`config.mk`:
```
export PLATFORM = sky130hd
export DESIGN_NAME = comparator_scheduler
export DESIGN_NICKNAME = d
export VERILOG_FILES = /design/src/rtl/compare_pkg.sv /design/src/rtl/comparator_eq.sv /design/src/rtl/comparator_scheduler.sv
export SDC_FILE = /design/constraint.sdc
export NUM_CORES = 1
export LEC_CHECK = 0
export CAP_MARGIN = 20
export CORE_UTILIZATION = 49
export DETAILED_ROUTE_END_ITERATION = 10
export MAX_ROUTING_LAYER = met4
export PLACE_DENSITY = 0.95
export SYNTH_ARGS = -nofsm -noshare
export SYNTH_HDL_FRONTEND = slang
export SYNTH_SLANG_ARGS = --single-unit
export TNS_END_PERCENT = 100
```
`constraint.sdc`:
```
create_clock -name clk -period 13.9 [get_ports clk]
set_clock_uncertainty 0.05 [all_clocks]
set_input_delay 2.78 -clock clk [delete_from_list [all_inputs] [get_ports clk]]
set_output_delay 2.78 -clock clk [all_outputs]
set_load 0.01 [all_outputs]
```
`src/rtl/compare_pkg.sv`:
```
// Shared definitions for the compare scheduler: branch funct3 codes and
// the result-slot state encoding.
package compare_pkg;

    localparam logic [2:0] F_EQ  = 3'b000;
    localparam logic [2:0] F_NE  = 3'b001;
    localparam logic [2:0] F_LT  = 3'b100;
    localparam logic [2:0] F_GE  = 3'b101;
    localparam logic [2:0] F_LTU = 3'b110;
    localparam logic [2:0] F_GEU = 3'b111;

    typedef enum logic {
        ST_IDLE = 1'b0,
        ST_HOLD = 1'b1
    } state_e;

endpackage

```
`src/rtl/comparator_eq.sv`:
```
// Zero detector on a subtraction result: eq is high when the difference is zero.
module comparator_eq #(
    parameter int unsigned WIDTH = 64
) (
    input  logic [WIDTH-1:0] s,
    output logic             eq
);

    assign eq = (s == '0);

endmodule

```
`src/rtl/comparator_scheduler.sv`:
```
// Two-port round-robin scheduler around one shared subtract-and-compare
// datapath, returning RISC-V branch conditions through a registered response slot.
module comparator_scheduler
    import compare_pkg::*;
#(
    parameter int unsigned WIDTH = 64
) (
    input  logic             clk,
    input  logic             rst_n,

    input  logic             req0_valid,
    output logic             req0_ready,
    input  logic [WIDTH-1:0] req0_a,
    input  logic [WIDTH-1:0] req0_b,
    input  logic [2:0]       req0_funct,
    output logic             resp0_valid,
    input  logic             resp0_ready,
    output logic             resp0_taken,
    output logic             resp0_err,

    input  logic             req1_valid,
    output logic             req1_ready,
    input  logic [WIDTH-1:0] req1_a,
    input  logic [WIDTH-1:0] req1_b,
    input  logic [2:0]       req1_funct,
    output logic             resp1_valid,
    input  logic             resp1_ready,
    output logic             resp1_taken,
    output logic             resp1_err
);

    state_e r_state;
    logic   r_own;
    logic   r_prio;
    logic   r_taken;
    logic   r_err;

    logic             w_hold;
    logic             w_own_ready;
    logic             w_free;
    logic             w_grant;
    logic             w_accept;
    logic [WIDTH-1:0] w_a;
    logic [WIDTH-1:0] w_b;
    logic [2:0]       w_funct;
    logic [WIDTH:0]   w_diff;
    logic             w_eq;
    logic             w_lt;
    logic             w_ltu;
    logic             w_taken;
    logic             w_err;

    assign w_hold      = (r_state == ST_HOLD);
    assign w_own_ready = r_own ? resp1_ready : resp0_ready;
    // The slot frees in the same cycle its owner consumes the result.
    assign w_free      = ~w_hold | w_own_ready;

    assign w_grant  = (req0_valid & req1_valid) ? r_prio : req1_valid;
    // Readies are masked during reset so nothing is accepted while rst_n is low.
    assign w_accept = rst_n & w_free & (req0_valid | req1_valid);

    assign req0_ready = w_accept & ~w_grant;
    assign req1_ready = w_accept & w_grant;

    assign w_a     = w_grant ? req1_a : req0_a;
    assign w_b     = w_grant ? req1_b : req0_b;
    assign w_funct = w_grant ? req1_funct : req0_funct;

    assign w_diff = {1'b0, w_a} - {1'b0, w_b};

    comparator_eq #(
        .WIDTH (WIDTH)
    ) u_eq (
        .s  (w_diff[WIDTH-1:0]),
        .eq (w_eq)
    );

    // With differing signs the subtraction can overflow, so the sign of a decides.
    assign w_lt  = (w_a[WIDTH-1] != w_b[WIDTH-1]) ? w_a[WIDTH-1] : w_diff[WIDTH-1];
    assign w_ltu = w_diff[WIDTH];

    always_comb begin
        w_taken = 1'b0;
        w_err   = 1'b0;
        case (w_funct)
            F_EQ:    w_taken = w_eq;
            F_NE:    w_taken = ~w_eq;
            F_LT:    w_taken = w_lt;
            F_GE:    w_taken = ~w_lt;
            F_LTU:   w_taken = w_ltu;
            F_GEU:   w_taken = ~w_ltu;
            default: w_err   = 1'b1;
        endcase
    end

    always_ff @(posedge clk) begin
        if (!rst_n) begin
            r_state <= ST_IDLE;
            r_own   <= 1'b0;
            r_prio  <= 1'b0;
            r_taken <= 1'b0;
            r_err   <= 1'b0;
        end else begin
            case (r_state)
                ST_IDLE: begin
                    if (w_accept) begin
                        r_state <= ST_HOLD;
                    end
                end
                ST_HOLD: begin
                    if (w_own_ready && !w_accept) begin
                        r_state <= ST_IDLE;
                    end
                end
                default: r_state <= ST_IDLE;
            endcase
            if (w_accept) begin
                r_own   <= w_grant;
                r_prio  <= ~w_grant;
                r_taken <= w_taken;
                r_err   <= w_err;
            end
        end
    end

    assign resp0_valid = w_hold & ~r_own;
    assign resp1_valid = w_hold & r_own;
    assign resp0_taken = resp0_valid & r_taken;
    assign resp0_err   = resp0_valid & r_err;
    assign resp1_taken = resp1_valid & r_taken;
    assign resp1_err   = resp1_valid & r_err;

endmodule

```
==> Word level (Yosys, flattened, before mapping) <==
Cells that the tools add are included.
{ "op_classes": {"addsub": 1, "eq_ne": 6, "muxes": 11, "n_bitwise": 19, "reduce_logical": 5} }
{ "op_table": {"columns": ["op", "n"], "rows": [
  ["$mux W64", 2],
  ["$sub A64 B64 Y65", 1],
  ["$logic_not A64 Y1", 1],
  ["$eq A3 B3 Y1 const B", 4],
  ["$and A1 B1 Y1", 11],
  ["$mux W1", 6],
  ["$not A1 Y1", 6],
  ["$pmux W1 S6", 1],
  ["$reduce_or A6 Y1", 1],
  ["$eq A3 B1 Y1 const B", 1],
  ["$logic_not A3 Y1", 1],
  ["$mux W3", 1],
  ["$or A1 B1 Y1", 2],
  ["$pmux W1 S2", 1],
  ["$logic_and A1 B1 Y1", 1],
  ["$logic_not A1 Y1", 1],
  ["$ne A1 B1 Y1", 1]
]} }
{ "word_totals": {"register_bits": 5, "input_bits": 268, "out_inout_bits": 8, "wordCells": 47} }

==> Logic depth before layout (Yosys ltp) <==
{ "logic_depth": {"ltp_word": 8, "depth_mapped": 27, "ltp_nobuf": 24} }

==> Hierarchy <==
Synthesis repeated with hierarchy kept, for this count alone.
{ "hier_totals": {"hier_cells": 789, "hier_area_um2": 5905.7} }
{ "by_module_without_submodules": {"columns": ["mod", "instances", "cells_per_inst", "area_each_um2", "seq_area_each_um2"], "rows": [
  ["comparator_scheduler", 1, 768, 5761.8, 100.1],
  ["comparator_eq", 1, 21, 143.9, 0.0]
]} }

==> Worst setup path after synthesis <==
OpenSTA, ideal clock, no wires.
{ "synth_timing": {"kind": "input -> register", "from": "input port req0_valid", "to": "register r_taken", "setup_time_ns": 0.062, "t_arrival_ns": 8.678, "required_time_ns": 13.788, "path_slack_ns": 5.111, "path_stages": 27, "path_cell_list": "inv_1 o21ai_1 clkbuf_1 clkbuf_1 mux2i_1 ha_1 clkbuf_2 nand4_1 a211o_1 a211oi_1 o2111ai_1 a31oi_1 a21bo_1 o41a_1 a21o_1 a21oi_1 fa_1 nand2_1 nor4_1 o311ai_0 a2111oi_0 o2111ai_1 or4_1 nor4_2 nand4_1 o41a_1 nand3_1"} }
{ "synth_via": {"elab_chain_cells": 7} }
{ "synth_lines": {"columns": ["item", "line_no", "rtl"], "rows": [
  ["start: declaration", "comparator_scheduler.sv:11", "input logic req0_valid,"],
  ["$and A1 B1 Y1", "comparator_scheduler.sv:58", "assign w_grant = (req0_valid & req1_valid) ? r_prio : req1_valid;"],
  ["$mux W1", "comparator_scheduler.sv:58", null],
  ["$mux W64, on equally long branches", "comparator_scheduler.sv:65, comparator_scheduler.sv:66", null],
  ["$sub A64 B64 Y65 or $ne A1 B1 Y1 (tied branches)", "comparator_scheduler.sv:69, comparator_scheduler.sv:79", null],
  ["$logic_not A64 Y1 or $mux W1 (tied branches)", "comparator_eq.sv:9, comparator_scheduler.sv:79", null],
  ["$not A1 Y1, on equally long branches", "comparator_scheduler.sv:87, comparator_scheduler.sv:89", null],
  ["$pmux W1 S6", "comparator_scheduler.sv:85", "case (w_funct)"],
  ["end signal: assignment", "comparator_scheduler.sv:120", "r_taken <= w_taken;"],
  ["end: declaration", "comparator_scheduler.sv:35", "logic r_taken;"]
]} }
Several ways; a longest one is shown, not always the timed one.
A chain may end at the register's enable or synchronous reset.

==> Final worst setup path <==
Ends and elaborated chain as after synthesis.

==> results.json <==
{
  "postRouteAntennaNets": 0,
  "clockBufferDepth": 2,
  "yosysWarnings": 0,
  "synth_cell_type_count": 78,
  "finalNetCount": 1481,
  "first_iter_violations": 827,
  "syn-num-nets": 1267,
  "ys_ff_latch": 5,
  "min_period_ps": 9817,
  "final_cells": 1322,
  "gp_congestion": 1.007,
  "cp_num_cells": 25,
  "dp_slack_ps": 4038,
  "synth-xor-area-share_pct": 3.659,
  "ios": 276,
  "vias": 8595,
  "antennaDiodeCount": 0,
  "clockPowerShare_pct": 7.9,
  "peakVddDrop_mv": 0.05494,
  "power.switching_fraction_pct": 51.70,
  "max_stage_delay_ps": 520,
  "final_common_cell": "clkdlybuf4s50_1",
  "setup_ws_ps": 4083,
  "cts_tree": "yes",
  "rows": 42,
  "power_switching_w": 0.0003219,
  "synthMuxAreaShare_pct": 21.88,
  "grt_pass1_vias": 8465,
  "synthCells": 933,
  "drive_gt1_share_pct": 8.464,
  "track_usage_pct": 35.54,
  "grt_setup_unrepaired": "no",
  "synth_fa_ha_area_share_pct": 12.54,
  "grt_max_degree": 134,
  "wl_um": 25380,
  "cts-resized-gates": 0,
  "dr.pass1.iters": 8,
  "hold_path_class": "register to register",
  "cp_slowest_cell": "ha_1",
  "max-cap-violations": 0,
  "cts.htree.levels": 1,
  "synth_top_family_by_area": "compound AO/OA/AOI/OAI gates",
  "clk_latency_ps": 230,
  "slew_viol_final": 0,
  "finish.utilization_pct": 71.32,
  "finalSetupTns_ps": 0,
  "synth_compound_area_share_pct": 31.55,
  "period_share_pct": 70.63,
  "cts_root_buf": "clkbuf_16",
  "multi_input_area_um2": 6248,
  "die_y_um": 119.0,
  "start_util_pct": 50.41,
  "port_buffers": 275,
  "core_area_um2": 13300,
  "path_buf_inv": 3,
  "relSlewSlack_pct": 43.83,
  "vias_per_cell": 6.502,
  "path_clk_slew_ps": 40,
  "cp_top_family": "compound AO/OA/AOI/OAI gates",
  "yosysSeqAreaShare_pct": 1.493,
  "powerDensity_nw_per_um2": 65.65,
  "die_area_um2": 14150,
  "dp.cells": 1318,
  "p_int_w": 0.0003007,
  "grt-ovfl-total": 0,
  "p_leak_nw": 3.932,
  "cp_max_fo": 133,
  "min_path_cells": 2,
  "syn-cell-area_um2": 6703,
  "grt_pass1_wl_um": 40370,
  "worstMarginPinSlew_ps": 842.5,
  "async_reset_ff_share_pct": 0,
  "syn_to_final_growth_pct": 41.46,
  "status": "finished clean",
  "p_comb_share_pct": 89.2,
  "drc": 0,
  "synth_area_per_cell_um2": 7.184,
  "synth_ff_type": "dfxtp_1",
  "dpl.hpwl_um": 21210,
  "nFillCells": 1077,
  "clock_sinks": 5,
  "path_class": "input port to register",
  "synth-simple-area-share_pct": 23.43,
  "layout_common_cells": "clkdlybuf4s50_1 (275), a21oi_1 (80), nand2_1 (77)",
  "worstPathRequired_ps": 14020,
  "fmax_mhz": 101.9,
  "antenna_found_initial": 0,
  "hold_viol": 0,
  "cp-start-kind": "input port",
  "postCtsHoldBufs": 0,
  "ff_latch_area_um2": 100.1,
  "postCtsSetupBuffers": 0,
  "die_x_um": 119.0,
  "r2r_cells": 23,
  "synth_edf_count": 0,
  "critical_path_arrival_ps": 9940,
  "final-setup-viol-count": 0,
  "wire_per_inst_um": 19.20,
  "crit_path_end_kind": "register",
  "cts_made_buffers": 3,
  "p_seq_share_pct": 2.9
}
-- Yosys cell counts, types with 10 or more instances --
| cell | number | area (um2) |
|---|---|---|
| a21o_1 | 34 | 255.2 |
| xor2_1 | 19 | 166.4 |
| mux2i_1 | 70 | 700.7 |
| nor2_1 | 58 | 217.7 |
| o21ai_0 | 42 | 210.2 |
| nand2_1 | 77 | 289.0 |
| o21a_1 | 20 | 150.1 |
| buf_2 | 25 | 125.1 |
| o2111ai_1 | 10 | 87.58 |
| nand4_1 | 42 | 262.8 |
| mux2_2 | 68 | 765.7 |
| ha_1 | 64 | 800.8 |
| nand3_1 | 24 | 120.1 |
| inv_1 | 16 | 60.06 |
| clkbuf_1 | 33 | 123.9 |
| a31oi_1 | 19 | 118.9 |
| nor3_1 | 19 | 95.09 |
| and2_1 | 12 | 75.07 |
| or3_1 | 12 | 75.07 |
| a21oi_1 | 80 | 400.4 |
-- final cells by class --
cell class | count | share of cell area [%]
repair buffers | 276 | 29.24
well taps | 176 | 2.323
flip-flops and latches | 5 | 1.056
multi-input cells | 845 | 65.90
inverters | 16 | 0.6334
clock buffers | 3 | 0.7918
clock inverters | 1 | 0.05278
-- worst paths after layout --
check / start / end / slack [ps]
setup / recovery: req0_valid / r_taken / 4080
hold / removal: r_err / r_err / 490
setup reg to reg: r_prio / r_taken / 6810
hold reg to reg: r_err / r_err / 490
-- power by group through the flow --
stage,registers [W],logic [W],clock network [W]
after floorplan,0.0000171,0.000363,0
after global placement,0.0000178,0.000534,0
after detailed placement,0.0000180,0.000538,0
after CTS,0.0000177,0.000541,0.0000486
after global routing,0.0000179,0.000599,0.0000498
final,0.0000178,0.000556,0.0000492
-- cell families (layout without fill, tap and decap cells) --
| group | after synthesis | after routing |
|---|---|---|
| compound gates | 311 | 311 |
| simple gates | 302 | 302 |
| xor+xnor | 28 | 28 |
| fa+ha+maj | 66 | 66 |
| buf+inv | 83 | 296 |
| mux | 138 | 138 |
| flops | 5 | 5 |
-- layer usage --
metal	vias up	share of wire, %	track usage, %	wire length [um]
li1	4064	-	-	-
met1	3963	38	39.64	9693
met2	485	50	64.62	12690
met3	83	8.2	4.598	2089
met4	0	3.6	12.50	908
met5	-	0	-	0
-- sequential cells by signal, summed over array words and instances, names as in the netlist --
register	flops
r_own	1
r_err	1
r_taken	1
r_prio	1
r_state	1
-- worst register-to-register path, cell delays in order (launching register included) --
cell       delay, ps
dfxtp_1          330
o21ai_4          170
buf_12           510
mux2_2           600
ha_1             520
nand4_1          210
nor3_1           480
o2111ai_1        280
a31oi_1          390
a21bo_1          200
o41a_1           170
a21o_1           120
a21oi_1           70
fa_1             490
nand2_1           60
nor4_1           200
o311ai_0         190
a2111oi_0        470
o2111ai_1        170
or4_1            510
nor4_2           220
nand4_1          130
o41a_1           420
nand3_1           80
-- stage by stage --
stage / hold slack [ps] / total power (W) / area (um2)
after global routing: 505.3 / 0.0006667 / 9482
after floorplan: 422.4 / 0.0003801 / 6703
after detailed placement: 470.0 / 0.0005565 / 9402
final: 486.4 / 0.0006225 / 9482
after global placement: 456.6 / 0.0005520 / 9402
after CTS: 485.6 / 0.0006078 / 9482
(Power assumes the default switching activity.)
